### config.mk
export PLATFORM = sky130hd
export DESIGN_NAME = hex_digit_scanner
export DESIGN_NICKNAME = d
export VERILOG_FILES = /design/src/rtl/hex_digit_scanner.sv
export SDC_FILE = /design/constraint.sdc
export NUM_CORES = 1
export LEC_CHECK = 0
export ABC_AREA = 1
export CAP_MARGIN = 20
export CORE_ASPECT_RATIO = 0.6
export CORE_MARGIN = 1
export CORE_UTILIZATION = 40
export DETAILED_ROUTE_END_ITERATION = 7
export SKIP_LAST_GASP = 1
export SYNTH_ARGS = -nofsm -noshare
export SYNTH_HDL_FRONTEND = slang
export SYNTH_SLANG_ARGS = --single-unit
### constraint.sdc
create_clock -name clk -period 8.2 [get_ports clk]
set_clock_uncertainty 0.15 [all_clocks]
set_input_delay 0.82 -clock clk [delete_from_list [all_inputs] [get_ports clk]]
set_output_delay 0.82 -clock clk [all_outputs]
set_load 0.005 [all_outputs]
### src/rtl/hex_digit_scanner.sv
// hex_digit_scanner: six-digit time-multiplexed hex display driver.
// A free-running prescaler and digit counter scan the bank. The input word is
// snapshotted once per frame, so every frame shows one coherent value.
// All outputs are registered one cycle behind the internal counters.
module hex_digit_scanner #(
    parameter int unsigned DIV        = 4096,
    parameter int unsigned BLANK      = 256,
    parameter bit          ACTIVE_LOW = 1'b1
) (
    input  logic        clk,
    input  logic        rst,
    input  logic [23:0] A,
    input  logic        lz_en,
    output logic [6:0]  seg,
    output logic [5:0]  an,
    output logic [2:0]  sel,
    output logic        frame_done
);

    localparam int unsigned   CW      = (DIV > 1) ? $clog2(DIV) : 1;
    localparam logic [CW-1:0] CNT_MAX = CW'(DIV - 1);
    localparam logic [6:0]    SEG_OFF = ACTIVE_LOW ? 7'h7F : 7'h00;
    localparam logic [5:0]    AN_OFF  = ACTIVE_LOW ? 6'h3F : 6'h00;

    typedef enum logic {
        ST_BLANK,
        ST_SHOW
    } slot_state_e;

    // Active-high segment pattern {g,f,e,d,c,b,a} for one hex nibble.
    function automatic logic [6:0] hex_decode(input logic [3:0] nib);
        logic [6:0] pat;
        case (nib)
            4'h0:    pat = 7'h3F;
            4'h1:    pat = 7'h06;
            4'h2:    pat = 7'h5B;
            4'h3:    pat = 7'h4F;
            4'h4:    pat = 7'h66;
            4'h5:    pat = 7'h6D;
            4'h6:    pat = 7'h7D;
            4'h7:    pat = 7'h07;
            4'h8:    pat = 7'h7F;
            4'h9:    pat = 7'h6F;
            4'hA:    pat = 7'h77;
            4'hB:    pat = 7'h7C;
            4'hC:    pat = 7'h39;
            4'hD:    pat = 7'h5E;
            4'hE:    pat = 7'h79;
            default: pat = 7'h71;
        endcase
        return pat;
    endfunction

    logic [CW-1:0] cnt_q, cnt_d;
    logic [2:0]    dig_q, dig_d;
    logic [23:0]   snap_q, snap_d;
    slot_state_e   state_q, state_d;

    logic [6:0]    seg_q, seg_d;
    logic [5:0]    an_q, an_d;
    logic [2:0]    sel_q, sel_d;
    logic          frame_done_q, frame_done_d;

    logic          slot_wrap;
    logic [23:0]   snap_shifted;
    logic          lead_blank;

    // Prescaler, digit counter and frame snapshot next-state.
    always_comb begin
        slot_wrap = (cnt_q == CNT_MAX);
        cnt_d     = slot_wrap ? '0 : cnt_q + 1'b1;
        dig_d     = dig_q;
        if (slot_wrap) begin
            dig_d = (dig_q == 3'd5) ? 3'd0 : dig_q + 3'd1;
        end
        // snap_d is also the word being displayed this cycle, so digit 0 of a
        // new frame already uses the freshly captured value when BLANK is 0.
        snap_d = ((cnt_q == '0) && (dig_q == 3'd0)) ? A : snap_q;
    end

    // Slot FSM next state and registered-output next values.
    always_comb begin
        // NOTE: every signal assigned here gets a default first, so no path
        // leaves one unassigned and no latch is inferred.
        state_d      = (32'(cnt_d) < BLANK) ? ST_BLANK : ST_SHOW;
        seg_d        = SEG_OFF;
        an_d         = AN_OFF;
        sel_d        = dig_q;
        frame_done_d = (dig_q == 3'd5) && slot_wrap;

        // Digit is suppressed when it and every more significant nibble is 0;
        // digit 0 is never suppressed, so a zero word still shows "0".
        snap_shifted = snap_d >> {dig_q, 2'b00};
        lead_blank   = lz_en && (dig_q != 3'd0) && (snap_shifted == 24'd0);

        if ((state_q == ST_SHOW) && !lead_blank) begin
            seg_d = hex_decode(snap_shifted[3:0]) ^ SEG_OFF;
            an_d  = (6'd1 << dig_q) ^ AN_OFF;
        end
    end

    // Scan counters, snapshot and slot state register.
    always_ff @(posedge clk) begin
        // NOTE: sequential state uses non-blocking assignments only, so every
        // register samples the pre-edge values regardless of statement order.
        if (rst) begin
            cnt_q   <= '0;
            dig_q   <= 3'd0;
            // NOTE: the snapshot is an ordinary 24-bit register, not a memory,
            // so clearing it in reset costs nothing and keeps it well defined.
            snap_q  <= 24'd0;
            state_q <= (BLANK == 0) ? ST_SHOW : ST_BLANK;
        end else begin
            cnt_q   <= cnt_d;
            dig_q   <= dig_d;
            snap_q  <= snap_d;
            state_q <= state_d;
        end
    end

    // Output registers; reset forces the off levels.
    always_ff @(posedge clk) begin
        if (rst) begin
            seg_q        <= SEG_OFF;
            an_q         <= AN_OFF;
            sel_q        <= 3'd0;
            frame_done_q <= 1'b0;
        end else begin
            seg_q        <= seg_d;
            an_q         <= an_d;
            sel_q        <= sel_d;
            frame_done_q <= frame_done_d;
        end
    end

    assign seg        = seg_q;
    assign an         = an_q;
    assign sel        = sel_q;
    assign frame_done = frame_done_q;

endmodule
# Word-level counts from Yosys, hierarchy flattened

Memory sizes are Yosys's and may differ from the RTL's.
Cells that the tools add are included.

Bits in registers: 57
Word-level logic and storage cells: 35
Bits in latches: 0
Memories kept: 1
Bits of input ports: 27
Output and inout port bits: 17
Bits in read-only memories: 112
Memory bits (writable): 0

Memories:

| memory          | depth | bits a word | read ports | clocked after Yosys merged registers in | write ports | RTL line | source |
|---|---|---|---|---|---|---|---|
| (no name shown) | 16    | 7           | 1          | 0                                       | 0           | 33       | `case (nib)` |

Bitwise gates (word level): 3
Reductions and logical operators: 11
Eq/ne operators: 2
Multipliers: 0
Divide/modulo/power cells: 0
$add $sub $neg: 2
Multiplexer cells: 5
Shifts and indexed selects: 2
$lt $le $gt $ge: 1

Operators with widths:

| kind                                                                           | number |
|---|---|
| 24-bit logical NOT                                                             | 1 |
| 24-bit two-way mux                                                             | 1 |
| 24-bit by 5-bit >> shifter with 24-bit output                                  | 1 |
| 12-bit by 1-bit adder with 12-bit output (second input constant)               | 1 |
| 12-bit == test (second input constant)                                         | 1 |
| 12-bit logical NOT                                                             | 1 |
| 12-bit by 9-bit less-than comparator with 1-bit output (second input constant) | 1 |
| 12-bit two-way mux                                                             | 1 |
| 7-bit two-way mux                                                              | 1 |
| 7-bit inverter                                                                 | 1 |
| 6-bit inverter                                                                 | 1 |
| 1-bit by 3-bit << shifter with 6-bit output (first input constant)             | 1 |
| 1-bit logical AND                                                              | 5 |
| 3-bit by 1-bit adder with 3-bit output (second input constant)                 | 1 |
| 3-bit == test (second input constant)                                          | 1 |
| 3-bit logical NOT                                                              | 1 |
| 3-bit two-way mux                                                              | 1 |
| 3-bit nonzero test                                                             | 1 |
| 2-bit OR reduction                                                             | 1 |
| 1-bit logical NOT                                                              | 1 |
| 1-bit two-way mux                                                              | 1 |
| 1-bit inverter                                                                 | 1 |

# Logic depth before layout (Yosys ltp)

Depth after elaboration: 10
Gate-level depth with buffers: 23
Mapped depth without buffers: 21

# Least setup slack after synthesis

No wires, ideal clock.

Kind: flip-flop to flip-flop
Start: reg cnt_q[0]
End: reg seg_q[1], in the netlist seg[1]
Required time: 7.985 ns
Setup slack: 5.335 ns
Data arrival time: 2.650 ns
Cell stages (with the launch flop): 22
Setup time: 0.065 ns
Period minus slack after synthesis: 2.865 ns
Path buffers: 2
Cell sequence: dfxtp_1 -> inv_1 -> ha_1 -> nand3_1 -> nor2_2 -> nand2_2 -> buf_6 -> nand2_1 -> nand3_1 -> nand3_1 -> nand2_1 -> nor2_1 -> ha_1 -> nand2_1 -> nor2_1 -> nand4_1 -> nor2_1 -> nand3_1 -> nor2_2 -> nand3_2 -> buf_6 -> nand4_1

Word-level cells in the longest chain between the ends: 10
Elaborated cells on any way between the ends: 13
Those cells by class: shift (1); mux (2); bitwise (2); reduce/logical (7); memory (1)

Ends and longest elaborated chain:

| what                                                           | RTL line | source |
|---|---|---|
| start: declaration                                             | 54       | `logic [CW-1:0] cnt_q, cnt_d;` |
| start signal: assignment                                       | 114      | `cnt_q <= cnt_d;` |
| 12-bit logical NOT (*)                                         | 78       | `snap_d = ((cnt_q == '0) && (dig_q == 3'd0)) ? A : snap_q;` |
| 1-bit logical AND (*)                                          | 78       |  |
| 24-bit two-way mux (*)                                         | 78       |  |
| 24-bit by 5-bit >> shifter with 24-bit output (*)              | 93       | `snap_shifted = snap_d >> {dig_q, 2'b00};` |
| branches (longest 6 deep; another with memory read 16 x 7 bit) | n/a      |  |
| end signal: assignment                                         | 129      | `seg_q <= seg_d;` |
| end: declaration                                               | 59       | `logic [6:0] seg_q, seg_d;` |

Every way passes the cells marked *. The select of a mux whose other input is x is not followed.
A chain may end at the register's enable or synchronous reset.

# Worst setup path after layout

Start: reg dig_q[0]
End: reg seg_q[6], in the netlist seg[6]

Word-level cells in the longest chain between the ends: 10
Elaborated cells on any way between the ends: 15
Those cells by class: shift (1); mux (2); bitwise (2); reduce/logical (9); memory (1)

Ends and longest elaborated chain:

| what                                                            | RTL line | source |
|---|---|---|
| start: declaration                                              | 55       | `logic [2:0] dig_q, dig_d;` |
| start signal: assignment                                        | 115      | `dig_q <= dig_d;` |
| branches (longest 10 deep; another with memory read 16 x 7 bit) | n/a      |  |

Parallel ways; which one is timed is not known. The select of a mux whose other input is x is not followed.

==> reports/qor.yml <==
finalSetupTns_ps: 0
cts_inserted_buffers: 9
synth_area_leaders: "dfxtp_1 (36%), nand2_1 (16%), nand3_1 (10%), nor2_1 (7.7%), inv_1 (6.1%)"
cp-start-kind: "flop"
core_um2: 7417
rsz0062_at_grt: "no"
clock-sinks: 57
ys_warn_count: 0
syn_inst: 476
fin_nets: 549
fin_cells: 622
worst_slack_ps: 3933
drt_pre_antenna_iters: 6
fp.dieH_um: 70.53
antenna_found_initial: 0
hold_viol_final: 0
gp_congestion: 0.9058
finalPower_mw: 0.8359
cp_slowest_stage_delay_ps: 700
ys_types: 30
diodes: 0
utilization: 0.5245
grt_max_degree: 36
rows: 24
totalWireLength_um: 9009
netlist_area_um2: 3131
htree_levels: 3
postCtsSetupBuffers: 0
num_vias: 3166
postRouteAntennaNets: 0
num_io_pins: 44
drive_above_1_share: 0.06178
cts-root-buf: "clkbuf_16"
slew_headroom: 0.5641
area_delta_synth_final_pct: 24.26
period_share: 0.5204
dpl.hpwl_um: 6517
worst_setup_path_end_kind: "flop"
ir_drop_mv: 0.1640
drt-initial-drc-count: 221
initial_utilization: 0.4221
cts_hold_buf: 0
fin_hold_ws_ps: 321.8
yosysTopAreaCellShare: 0.3645
clk_latency_ps: 330
place_area_um2: 3593
post_cts_resized: 0
cp_slowest_cell: "dfxtp_1"
p_leak_nw: 1.776
grt_usage: 0.2381
layout_min_cycle_time_ps: 4267
crit_fanout: 17
drv_slew: 0
p_per_area_nw_per_um2: 214.9
path_cells: "clkinv_1, nor2_1, inv_1, nor2_1, nand3_1, nand2_1, inv_1, nand2_1, inv_1, nand2_1, ha_1, nand2_1, nor2_1, nand4_1, nor2_1, nand3_1, nor2_2, nand3_2, nand4_1"
drc: 0
synth_top_area_cell: "dfxtp_1"
cts_buffer_depth: 2
grt_pass1_vias: 2911
yosysSeqAreaShare: 0.3645
vias_per_cell: 5.090
worst_setup_hold_path_clk_slew_ps: 60
nFillCells: 761
max_cap_viol_count: 0
io_buffers: 43
grt_pass1_wl_um: 14620
worstMarginPinSlew_ps: 647.9
critPathKind: "flop to flop"
grt.overflow.total: 0
wl_per_cell_um: 14.48
min_path_type: "flop to flop"
die_area_um2: 8196
syn_nets: 512
setup-violations-final: 0
status: "completed"
cts_tree: "done"
required_ps: 8310
cp.arrival_ps: 4380
die_w_um: 116.2
pre_cts_ws_ps: 4091
final_area_um2: 3890
avgSynthCellArea_um2: 6.577
synth-seq-cells: 57
dp.cells: 606
clock.fmax_mhz: 234.4
-- cell type report --
type                       instances  area, µm²  share of cell area
clock buffer                       9      225.2             0.05790
clock inverter                     7      71.32             0.01833
inverter                          54      202.7             0.05211
multi-input combinational        347       1682              0.4323
sequential                        57       1141              0.2933
tap                              104      130.1             0.03345
timing repair buffer              44      437.9              0.1126
-- worst max-delay path, delay by kind of cell (launching register included) --
kind / cells / cell delay (ps)
adder cells (fa/ha/maj): 1 / 210
flip-flops: 1 / 700
AND/OR/NAND/NOR: 14 / 2270
buffers and inverters: 4 / 830
-- state kept, by name (all words and copies together), names as in the netlist --
register and flops:
frame_done 1, snap_q 24, cnt_q 12, dig_q 3, state_q 1, an 6, sel 3, seg 7
-- report_power, final --
part | switching, mW | total (mW) | leakage (nW) | internal, mW
clock | 0.138 | 0.372 | 0.137 | 0.234
sequential | 0.00466 | 0.296 | 0.466 | 0.292
combinational | 0.109 | 0.167 | 1.17 | 0.0580
-- cell usage in the layout, fill, tap and decap left out, drive strengths merged, types with 4 or more instances in the layout --
cell,n
nor2,72
dfxtp,57
nand3,65
and2,5
ha,9
nand3b,10
clkbuf,9
o21ai,9
inv,53
nand2,138
clkdlybuf4s50,43
a21oi,11
clkinv,4
nand4,16
-- cell families (layout without fill, tap and decap cells) --
group,Yosys count,after routing,share of synthesized area
xor gates and xnor gates,2,2,0.005597
DFF,57,57,0.3645
and+or+nand+nor,313,313,0.4556
adders and majority gates,9,9,0.03597
buffers and inverters,72,114,0.09832
AOI/OAI and AO/OA,23,23,0.03997
-- metal layers --
layer  GRT usage  vias up  wire length, µm
met5           0        -                0
met2      0.3280      116             3618
met3     0.08854       10              809
li1            -     1591                -
met4     0.05556        0               82
met1      0.3472     1449             4499
-- cell usage after synthesis --
| cell type | number |
|---|---|
| o21ai_1 | 2 |
| nand4_1 | 16 |
| o41ai_1 | 1 |
| o21ai_0 | 7 |
| nand2_2 | 3 |
| nand3_2 | 1 |
| buf_2 | 3 |
| a41oi_1 | 1 |
| nor2_1 | 64 |
| nand3b_1 | 10 |
| nor4_1 | 3 |
| xor2_1 | 2 |
| inv_2 | 2 |
| nor2_4 | 5 |
| nor2_2 | 3 |
| inv_1 | 51 |
| clkinv_1 | 1 |
| a21oi_1 | 11 |
| dfxtp_1 | 57 |
| nand2_4 | 1 |
| ha_1 | 9 |
| nor3_1 | 3 |
| buf_4 | 1 |
| and2_1 | 5 |
| o31ai_1 | 1 |
| nand2_1 | 134 |
| nor3b_1 | 1 |
| buf_6 | 4 |
| nand3_1 | 64 |
| clkbuf_1 | 10 |
-- path summary, 6_finish.rpt --
kind / startpoint / end / slack [ps] / cells past startpoint
hold / removal: cnt_q[0]$_SDFF_PP0_ / cnt_q[0]$_SDFF_PP0_ / 320 / 1
setup / recovery: dig_q[0]$_SDFFE_PP0P_ / seg[6]$_SDFF_PP1_ / 3930 / 19
setup reg to reg: dig_q[0]$_SDFFE_PP0P_ / seg[6]$_SDFF_PP1_ / 3930 / 19
hold reg to reg: cnt_q[0]$_SDFF_PP0_ / cnt_q[0]$_SDFF_PP0_ / 320 / 1
(Power assumes the default switching activity.)
